[src/rtl/apb_req_arbiter.sv]
`timescale 1ns/1ps
`default_nettype none
// ============================================================================
//  Module      : apb_req_arbiter
//  Description : APB master-side controller that shares one APB target
//                between two requesters. Requests are arbitrated round-robin.
//                The winning command is latched at grant. The controller then
//                runs the APB SETUP/ACCESS phases and waits on pready. Read
//                data and slave error go back to the granted requester with a
//                one-cycle, one-hot done strobe.
//
//  Ports       : pclk, presetn         - clock, async active-low reset
//                req[1:0]              - per-requester request (level)
//                req_wr[1:0]           - per-requester direction (1 = write)
//                req_addr/wdata/strb   - packed per-requester command
//                done[1:0]             - one-hot completion to granted side
//                rsp_rdata, rsp_err    - response, valid while done != 0
//                busy                  - transfer in progress
//                psel/penable/pwrite/paddr/pwdata/pstrb - APB master outputs
//                pready/prdata/pslverr - APB slave response
//
//  Options     : APB_TIMEOUT_EN - when defined, an ACCESS phase that lasts
//                TIMEOUT cycles without pready is ended with rsp_err = 1.
//                When undefined, ACCESS waits indefinitely for pready.
//
//  Revision    : 1.0 - initial release
// ============================================================================
module apb_req_arbiter #(
   parameter int ADDR_W  = 12,
   parameter int DATA_W  = 32,
   parameter int TIMEOUT = 16
) (
   input  logic                    pclk,
   input  logic                    presetn,
   // requester side
   input  logic [1:0]              req,
   input  logic [1:0]              req_wr,
   input  logic [2*ADDR_W-1:0]     req_addr,
   input  logic [2*DATA_W-1:0]     req_wdata,
   input  logic [2*DATA_W/8-1:0]   req_strb,
   output logic [1:0]              done,
   output logic [DATA_W-1:0]       rsp_rdata,
   output logic                    rsp_err,
   output logic                    busy,
   // APB master side
   output logic                    psel,
   output logic                    penable,
   output logic                    pwrite,
   output logic [ADDR_W-1:0]       paddr,
   output logic [DATA_W-1:0]       pwdata,
   output logic [DATA_W/8-1:0]     pstrb,
   input  logic                    pready,
   input  logic [DATA_W-1:0]       prdata,
   input  logic                    pslverr
);

   localparam int STRB_W = DATA_W / 8;

   typedef enum logic [1:0] {
      ST_IDLE   = 2'd0,
      ST_SETUP  = 2'd1,
      ST_ACCESS = 2'd2
   } state_t;

   state_t r_state;
   logic   r_last_gnt;   // index of the requester granted most recently
   logic   r_gnt;        // index of the requester owning the current transfer

   // ------------------------------------------------------------------------
   // Arbitration: a lone requester wins outright; on contention the one that
   // was not served last wins.
   // ------------------------------------------------------------------------
   logic              w_gnt;
   logic              w_wr;
   logic [ADDR_W-1:0] w_addr;
   logic [DATA_W-1:0] w_wdata;
   logic [STRB_W-1:0] w_strb;

   always_comb begin
      w_gnt = ~r_last_gnt;
      case (req)
         2'b01:   w_gnt = 1'b0;
         2'b10:   w_gnt = 1'b1;
         default: w_gnt = ~r_last_gnt;
      endcase
   end

   assign w_wr    = w_gnt ? req_wr[1] : req_wr[0];
   assign w_addr  = w_gnt ? req_addr[2*ADDR_W-1:ADDR_W]  : req_addr[ADDR_W-1:0];
   assign w_wdata = w_gnt ? req_wdata[2*DATA_W-1:DATA_W] : req_wdata[DATA_W-1:0];
   assign w_strb  = w_gnt ? req_strb[2*STRB_W-1:STRB_W]  : req_strb[STRB_W-1:0];

   // ------------------------------------------------------------------------
   // Optional ACCESS-phase watchdog. The counter is cleared in SETUP, so it
   // holds 0 in the first ACCESS cycle. It reaches TIMEOUT-1 in the
   // TIMEOUT-th ACCESS cycle, and that cycle ends the transfer unless pready
   // arrives in it.
   // ------------------------------------------------------------------------
   logic w_timeout;

`ifdef APB_TIMEOUT_EN
   localparam int TMO_W = $clog2(TIMEOUT + 1);

   logic [TMO_W-1:0] r_tmo_cnt;

   always_ff @(posedge pclk or negedge presetn) begin
      if (!presetn) begin
         r_tmo_cnt <= '0;
      end else if (r_state == ST_SETUP) begin
         r_tmo_cnt <= '0;
      end else if ((r_state == ST_ACCESS) && !pready) begin
         r_tmo_cnt <= r_tmo_cnt + 1'b1;
      end
   end

   assign w_timeout = (r_state == ST_ACCESS) && !pready &&
                      (r_tmo_cnt == TMO_W'(TIMEOUT - 1));
`else
   assign w_timeout = 1'b0;
`endif

   // A transfer ends on pready, or on the watchdog when it is enabled.
   logic w_xfer_end;
   assign w_xfer_end = (r_state == ST_ACCESS) && (pready || w_timeout);

   // ------------------------------------------------------------------------
   // Completion / response. These are combinational, so they are valid in
   // the ACCESS cycle that sees pready. A normal completion reports
   // pslverr. A timeout always reports an error and returns zero data.
   // ------------------------------------------------------------------------
   assign done      = w_xfer_end ? (r_gnt ? 2'b10 : 2'b01) : 2'b00;
   assign rsp_rdata = ((r_state == ST_ACCESS) && pready && !pwrite) ? prdata
                                                                    : '0;
   assign rsp_err   = (r_state == ST_ACCESS) && (pready ? pslverr : w_timeout);
   assign busy      = (r_state != ST_IDLE);

   // ------------------------------------------------------------------------
   // Control FSM with registered APB outputs. The command is captured only
   // in IDLE, so the requester inputs are ignored for the rest of a transfer.
   // ------------------------------------------------------------------------
   always_ff @(posedge pclk or negedge presetn) begin
      if (!presetn) begin
         r_state    <= ST_IDLE;
         r_last_gnt <= 1'b1;      // requester 0 wins the first contention
         r_gnt      <= 1'b0;
         psel       <= 1'b0;
         penable    <= 1'b0;
         pwrite     <= 1'b0;
         paddr      <= '0;
         pwdata     <= '0;
         pstrb      <= '0;
      end else begin
         case (r_state)
            ST_IDLE: begin
               if (|req) begin
                  r_gnt      <= w_gnt;
                  r_last_gnt <= w_gnt;
                  pwrite     <= w_wr;
                  paddr      <= w_addr;
                  // Reads put zero data and strobes on the bus.
                  pwdata     <= w_wr ? w_wdata : '0;
                  pstrb      <= w_wr ? w_strb  : '0;
                  psel       <= 1'b1;
                  penable    <= 1'b0;
                  r_state    <= ST_SETUP;
               end
            end

            ST_SETUP: begin
               penable <= 1'b1;
               r_state <= ST_ACCESS;
            end

            ST_ACCESS: begin
               // Every APB output holds its value until the transfer ends.
               if (w_xfer_end) begin
                  psel    <= 1'b0;
                  penable <= 1'b0;
                  r_state <= ST_IDLE;
               end
            end

            default: begin
               psel    <= 1'b0;
               penable <= 1'b0;
               r_state <= ST_IDLE;
            end
         endcase
      end
   end

endmodule
`default_nettype wire

[config.mk]
export PLATFORM = sky130hd
export DESIGN_NAME = apb_req_arbiter
export DESIGN_NICKNAME = d
export VERILOG_FILES = /design/src/rtl/apb_req_arbiter.sv
export SDC_FILE = /design/constraint.sdc
export NUM_CORES = 1
export LEC_CHECK = 0
export ABC_AREA = 1
export CORE_ASPECT_RATIO = 1.5
export CORE_MARGIN = 2
export CORE_UTILIZATION = 25
export CTS_CLUSTER_DIAMETER = 120
export DETAILED_ROUTE_END_ITERATION = 8
export PLACE_DENSITY = 0.62
export SETUP_SLACK_MARGIN = 0.3
export SYNTH_ARGS = -nofsm -noshare
export SYNTH_HDL_FRONTEND = slang
export SYNTH_SLANG_ARGS = --single-unit
[constraint.sdc]
create_clock -name pclk -period 1.2 [get_ports pclk]
set_clock_uncertainty 0.05 [all_clocks]
set_input_delay 0.24 -clock pclk [delete_from_list [all_inputs] [get_ports pclk]]
set_output_delay 0.24 -clock pclk [all_outputs]
set_load 0.005 [all_outputs]
==> results of run 1 <==
==> cells in the mapped netlist (all sizes together) <==
cell type / n / area (um^2)
inv: 58 / 218
nor2: 48 / 188
nand2: 155 / 608
a21oi: 2 / 10.0
o21ai: 16 / 80.1
ha: 2 / 25.0
nor3: 1 / 5.00
dfstp: 1 / 26.3
clkbuf: 4 / 15.0
nand3: 109 / 613
buf: 28 / 185
dfrtp: 53 / 1330
==> tightest hold or removal path, stage by stage <==
cell and delay [ns]:
dlygate4sd3_1 0.52, buf_2 0.12, buf_12 0.28
==> per-layer routing <==
layer  part of all wire [%]  vias to the layer above  routed length, um  GRT usage, %
met5                      0                        -                  0             0
met3                    5.7                       14                814          3.65
met2                     55                      179               7960          39.0
met4                    2.1                        0                303          5.70
met1                     37                     1964               5310          21.2
li1                       -                     2088                  -             -
==> layout by cell type (no fill, tap or decap), types with 2 or more instances in the layout <==
| cell | n |
|---|---|
| nand2_1 | 145 |
| o21ai_1 | 12 |
| buf_6 | 31 |
| o21ai_2 | 3 |
| buf_4 | 39 |
| nand2_8 | 2 |
| nand3_1 | 91 |
| clkbuf_16 | 5 |
| nand2_4 | 2 |
| inv_8 | 2 |
| bufbuf_16 | 3 |
| buf_8 | 5 |
| dlygate4sd2_1 | 2 |
| nand2_2 | 6 |
| clkdlybuf4s50_1 | 132 |
| nor2_2 | 5 |
| nor2_4 | 27 |
| buf_2 | 83 |
| nor2_1 | 16 |
| buf_12 | 19 |
| inv_1 | 49 |
| inv_2 | 5 |
| dfrtp_1 | 53 |
| buf_16 | 10 |
| nand3_2 | 17 |
==> what timing repair did <==
item	in CTS	in global routing
endpoints found under the setup margin	141	141
hold endpoints to repair	53	0
gates resized for setup	428	16
cloned	13	0
setup buffers	47	11
hold buffers	1	0
pin swaps	11	11
==> registers in the layout (all words and copies together), names as in the netlist <==
signal and cells:
paddr 12, penable 1, psel 1, pstrb 4, pwdata 32, pwrite 1
r_gnt 1, r_last_gnt 1, r_state 1
==> final timing paths <==
kind / start / slack [ns] / end / cells after the start
worst min-delay path: presetn / 0.42 / pstrb[2]$_DFFE_PN0P_ / 3
max in group asynchronous: presetn / 0.38 / r_last_gnt$_DFFE_PN1P_ / 3
min in group pclk: pwdata[13]$_DFFE_PN0P_ / 0.43 / pwdata[13]$_DFFE_PN0P_ / 2
worst min register to register: pwdata[13]$_DFFE_PN0P_ / 0.43 / pwdata[13]$_DFFE_PN0P_ / 2
worst max register to register: r_state[0]$_DFFE_PN0P_ / -0.54 / pwdata[7]$_DFFE_PN0P_ / 11
worst max-delay path: penable$_DFFE_PN0P_ / -0.78 / rsp_rdata[29] / 8
==> power breakdown <==
part	switching (W)	leakage, nW	internal [W]
clock network	0.000662	0.0841	0.00104
registers	0.000468	0.690	0.00270
logic	0.00407	2.91	0.00546
total	0.00520	3.69	0.00920
==> kinds of logic after synthesis <==
group | Yosys count | share of synthesized area, %
compound gates | 18 | 2.73
fa+ha+maj | 2 | 0.758
buf+inv | 90 | 12.7
flops | 54 | 41.0
simple gates | 313 | 42.9
==> per-stage QoR <==
step,power [W],utilization (%)
floorplan,0.00623,-
global placement,0.00984,47.2
detailed placement,0.00997,47.2
CTS,0.0142,53.4
global route,0.0154,54.5
finish,0.0144,54.5
==> area by class of cell <==
class                           count  area [um^2]  area share [%]
Tap cell                          159          199            2.82
Multi-Input combinational cell    333         1850            26.2
Inverter                           58          248            3.51
Sequential cell                    54         1350            19.2
Timing Repair Buffer              325         3230            45.8
Clock inverter                      1         30.0           0.426
Clock buffer                        7          143            2.02
==> out/metrics.yaml, run 1 <==
via_per_inst: 4.53
antenna_found_initial: 0
path_clk_slew_ns: 0.07
clock_path_buffers: 2
grt_pass1_wl_mm: 22.1
ys_ff_latch: 54
endpoint_kind: "primary output"
cpMostUsedCell: "buf_6"
cts_tree: "yes"
grt_pass1_vias: 4314
dp.final_hpwl_mm: 9.62
stdcell_count: 937
rows: 51
timing.hold.ws_ns: 0.420
drv_cap: 0
drive_gt1_share_pct: 35.1
fin_crit_ns: 1.98
violations: "setup timing"
cellLeakagePower_nw: 3.69
setup_viol: 90
nets: 915
report.final.slew_viol_count: 0
syn2layout_area_growth_pct: 114
wl_per_cell_um: 15.3
clkSinkCount: 54
critical-path-slowest-cell: "dfrtp_1"
place.gp.congestion: 0.799
period_share_pct: 165
core-area_um2: 13000
die_area_um2: 14200
dp.cells: 857
critical_path.max_stage_delay_ns: 0.36
initial_core_util_pct: 25.5
max_slew.worst_pin.slew_ns: 0.312
fin_area_um2: 7060
die_y_um: 145
layout_setup_ws_ns: -0.776
peakVddDrop_v: 0.000850
outcome: "finished with violations"
ant_nets: 0
port-buffer-count: 222
rsz0062_at_grt: "true"
die_width_um: 97.8
wirelength_mm: 14.4
min_path_type: "in2async"
cts_buffers: 5
ys_warn_count: 0
power_density_nw_per_um2: 2040
diodes: 0
syn_nets: 615
finalHoldViolations: 0
grt_use_total_pct: 19.7
worst_ep_arrival_time_ns: 1.69
cts-htree-levels: 2
setup_tns_ns: -49.61
synth.yosys.seq_area_share_pct: 41.0
fmax_ghz: 0.506
place_ws_ns: -1.11
io_pins: 223
path_delay_family: "buffers and inverters"
cp.required_ns: 0.91
slew_headroom_pct: 79.2
place_area_um2: 6110
grt_max_degree: 55
path_cells: "inv_2 > nor3_4 > nand2_4 > buf_4 > buf_6 > buf_6 > nor2_2 > buf_2"
yosys.cell_types.count: 21
grt-ovfl-total: 0
cp_max_fo: 4
dr.pass1.iters: 6
cts_root_buffer: "clkbuf_16"
cp.buffers_inverters: 5
synthCells: 477
num-fill-cells: 1212
crit_type: "reg2out"
synth.avg_cell_area_um2: 6.92
cp-start-kind: "register"
drt_iter0_drc: 123
num_vias: 4245
clock_latency_ns: 0.29
synth_area_um2: 3300
drc: 0
No activity file was read; power rests on OpenSTA's default activity.
==> inputs of run 2 (changes only) <==
- SLEW_MARGIN: default -> 30
==> results of run 2 <==
No change in the layout: final DEF, timing and power equal those of run 1.
==> inputs of run 3 (changes only) <==
- ABC_CLOCK_PERIOD_IN_PS: default -> 1200
- SETUP_SLACK_MARGIN: 0.3 -> 0.5
==> run 3 against run 2 <==
  * The flow finishes with violations (hold timing, setup timing)
  * Largest power group unchanged
  * Combinational power shrank 6.1%
  * Cell count is 1.7% lower
  * Maximum frequency grew 4.5%
  * Highest routed layer unchanged
  * Sequential share of layout area grew 0.43 points
  * Wire length is 1.3% lower
  * Die area did not move
  * Via count is 0.97% lower
  * Non-clock buffer count shrank 18
  * Cell area is 2.2% lower
  * First-iteration DRC count up 3.3%
==> out/metrics.yaml, run 3 (synthesized netlist as in run 1, its figures left out) <==
outcome: "finished with violations"
violations: "hold timing, setup timing"
cp-start-kind: "register"
endpoint: "rsp_rdata[13]"
cts_root_buffer: "clkbuf_16"
die_area_um2: 14200  # unchanged
grt_use_total_pct: 18.7  # -1.1 points
dp.cells: 856  # -0.12%
antenna_found_initial: 0  # unchanged
p_int_w: 0.00861  # -6.4%
switching_share_pct: 37.5  # +1.4 points
die_y_um: 145  # unchanged
max_slew.worst_pin.slew_ns: 0.219  # -0.0929 ns
rows: 51  # unchanged
grt_max_degree: 29  # -47%
grt-ovfl-total: 0  # unchanged
power.switching_w: 0.00517  # -0.65%
fin_crit_ns: 1.89  # -0.0853 ns
peakVddDrop_v: 0.000857  # +0.76%
drv_cap: 0  # unchanged
min_path_type: "in2async"
timing.hold.ws_ns: -0.111  # -0.531 ns
grt_pass1_wl_mm: 20.9  # -5.3%
drive_gt1_share_pct: 35.8  # +0.74 points
port-buffer-count: 222  # unchanged
rr_startpoint: "r_state[0]$_DFFE_PN0P_"
r2r_cells: 10  # -1
dp.final_hpwl_mm: 9.70  # +0.82%
p_clk_share_pct: 11.9  # about the same
clock_path_buffers: 2  # unchanged
wirelength_mm: 14.2  # -1.3%
cts-htree-levels: 2  # unchanged
path_clk_slew_ns: 0.07  # about the same
report.final.slew_viol_count: 0  # unchanged
cp_max_fo: 5  # +1
crit_type: "reg2out"
cts_tree: "yes"
endpoint_kind: "primary output"
clock_latency_ns: 0.29  # about the same
final_cell_mix: "nand2_1 (141), clkdlybuf4s50_1 (131), nand3_1 (84), buf_2 (83), dfrtp_1 (53)"
core-area_um2: 13000  # unchanged
wl_per_cell_um: 15.4  # +0.39%
final_common_cell: "nand2_1"
drt_iter0_drc: 127  # +3.3%
share_seq_of_total_power_pct: 23.1  # +1.1 points
cts_buffers: 5  # unchanged
cp.required_ns: 0.91  # about the same
stdcell_count: 921  # -1.7%
largest_register_ffs: 32  # unchanged
worst_ep_arrival_time_ns: 1.60  # -0.09 ns
finalHoldViolations: 53  # +53
grt_pass1_vias: 4075  # -5.5%
ant_nets: 0  # unchanged
critPathLaunch: "r_state[0]$_DFFE_PN0P_"
initial_core_util_pct: 25.5  # unchanged
clkSinkCount: 54  # unchanged
setup_viol: 91  # +1.1%
period_share_pct: 158  # -7.1 points
fin_area_um2: 6900  # -2.2%
power_density_nw_per_um2: 2000  # -2.2%
regMostFlops: "pwdata"
setup_tns_ns: -38.56  # +11.05 ns
reg.largest.list: "pwdata x32, paddr x12, pstrb x4"
nets: 899  # -1.7%
r2r_slack_ns: -0.40  # +0.14 ns
drc: 0  # unchanged
p_comb_share_pct: 64.9  # -1.3 points
via_per_inst: 4.56  # +0.75%
rsz0062_at_grt: "true"
dr.pass1.iters: 4  # -2
r2r_end: "pwdata[26]$_DFFE_PN0P_"
layout_setup_ws_ns: -0.691  # +0.0853 ns
io_pins: 223  # unchanged
place.gp.congestion: 0.844  # +5.7%
diodes: 0  # unchanged
fmax_ghz: 0.529  # +4.5%
final_util_pct: 53.3  # -1.2 points
num_vias: 4204  # -0.97%
syn2layout_area_growth_pct: 109
slew_headroom_pct: 85.4  # +6.1 points
die_width_um: 97.8  # unchanged
place_area_um2: 6080  # -0.53%
cellLeakagePower_nw: 3.61  # -2.2%
## run 3: changes by cell type in the layout (fill, tap and decap cells not counted), sizes merged, moves of 2 or more
cell,previous run,this run
buf,187,169
clkdlybuf4s15,0,2
clkinv,0,2
dlygate4sd2,2,0
nand2,155,157
## run 3: worst max-delay path, stage by stage, from the launching register on
cell     delay [ns]
dfrtp_1        0.41
nor3_4         0.26
nand2_4        0.08
buf_6          0.12
buf_6          0.12
buf_12         0.14
nor2_4         0.07
buf_2          0.11
## run 3: timing repair
item,in CTS,in global routing
cloned,13,2
setup buffers,24,18
pin swaps,7,6
resized for setup,415,39
endpoints found under the setup margin,141,141
hold endpoints to repair,53,53
## run 3: how the worst min path moves through the flow
| stage | startpoint | end | slack [ns] | depth (start not counted) |
|---|---|---|---|---|
| 6_report | presetn | pwdata[1]$_DFFE_PN0P_ | -0.11 | 2 |
| 5_1_grt | presetn | pwdata[30]$_DFFE_PN0P_ | -0.11 | 2 |
| 4_1_cts | presetn | pwdata[31]$_DFFE_PN0P_ | -0.11 | 2 |
| 3_5_place_dp | presetn | pwdata[31]$_DFFE_PN0P_ | 0.21 | 2 |
| 3_3_place_gp | presetn | pstrb[3]$_DFFE_PN0P_ | 0.20 | 2 |
| 2_1_floorplan | presetn | paddr[0]$_DFFE_PN0P_ | -0.11 | 0 |
## run 3: routing by layer
| layer | routed length, um | share of wire, % | GRT usage [%] |
|---|---|---|---|
| met1 | 5130 | 36 | 19.7 |
| met3 | 923 | 6.5 | 3.84 |
| met2 | 7880 | 56 | 37.5 |
| met5 | 0 | 0 | 0 |
| met4 | 258 | 1.8 | 4.53 |
## run 3: area by class of cell
cell class | count | area [um^2]
clock inverters | 3 | 40.0
multi-input cells | 335 | 1940
flip-flops and latches | 54 | 1350
repair buffers | 307 | 3000
well taps | 159 | 199
clock buffers | 5 | 125
fillers | 1242 | 6050
inverters | 58 | 245
## run 3: metrics by stage
step	hold slack [ns]	total power, W	worst slack, ns
2_1_floorplan	-0.106	0.00623	-0.110
3_3_place_gp	0.197	0.00972	-1.05
3_5_place_dp	0.205	0.00983	-1.08
4_1_cts	-0.113	0.0130	-0.702
5_1_grt	-0.111	0.0147	-0.766
6_report	-0.111	0.0138	-0.691
## run 3: power by group through the flow
stage          combinational, W  clock [W]  sequential [W]
6_report                0.00895    0.00165         0.00319
5_1_grt                 0.00964    0.00179         0.00328
4_1_cts                 0.00813    0.00172         0.00318
3_5_place_dp            0.00661          0         0.00322
3_3_place_gp            0.00651          0         0.00321
2_1_floorplan           0.00299          0         0.00324
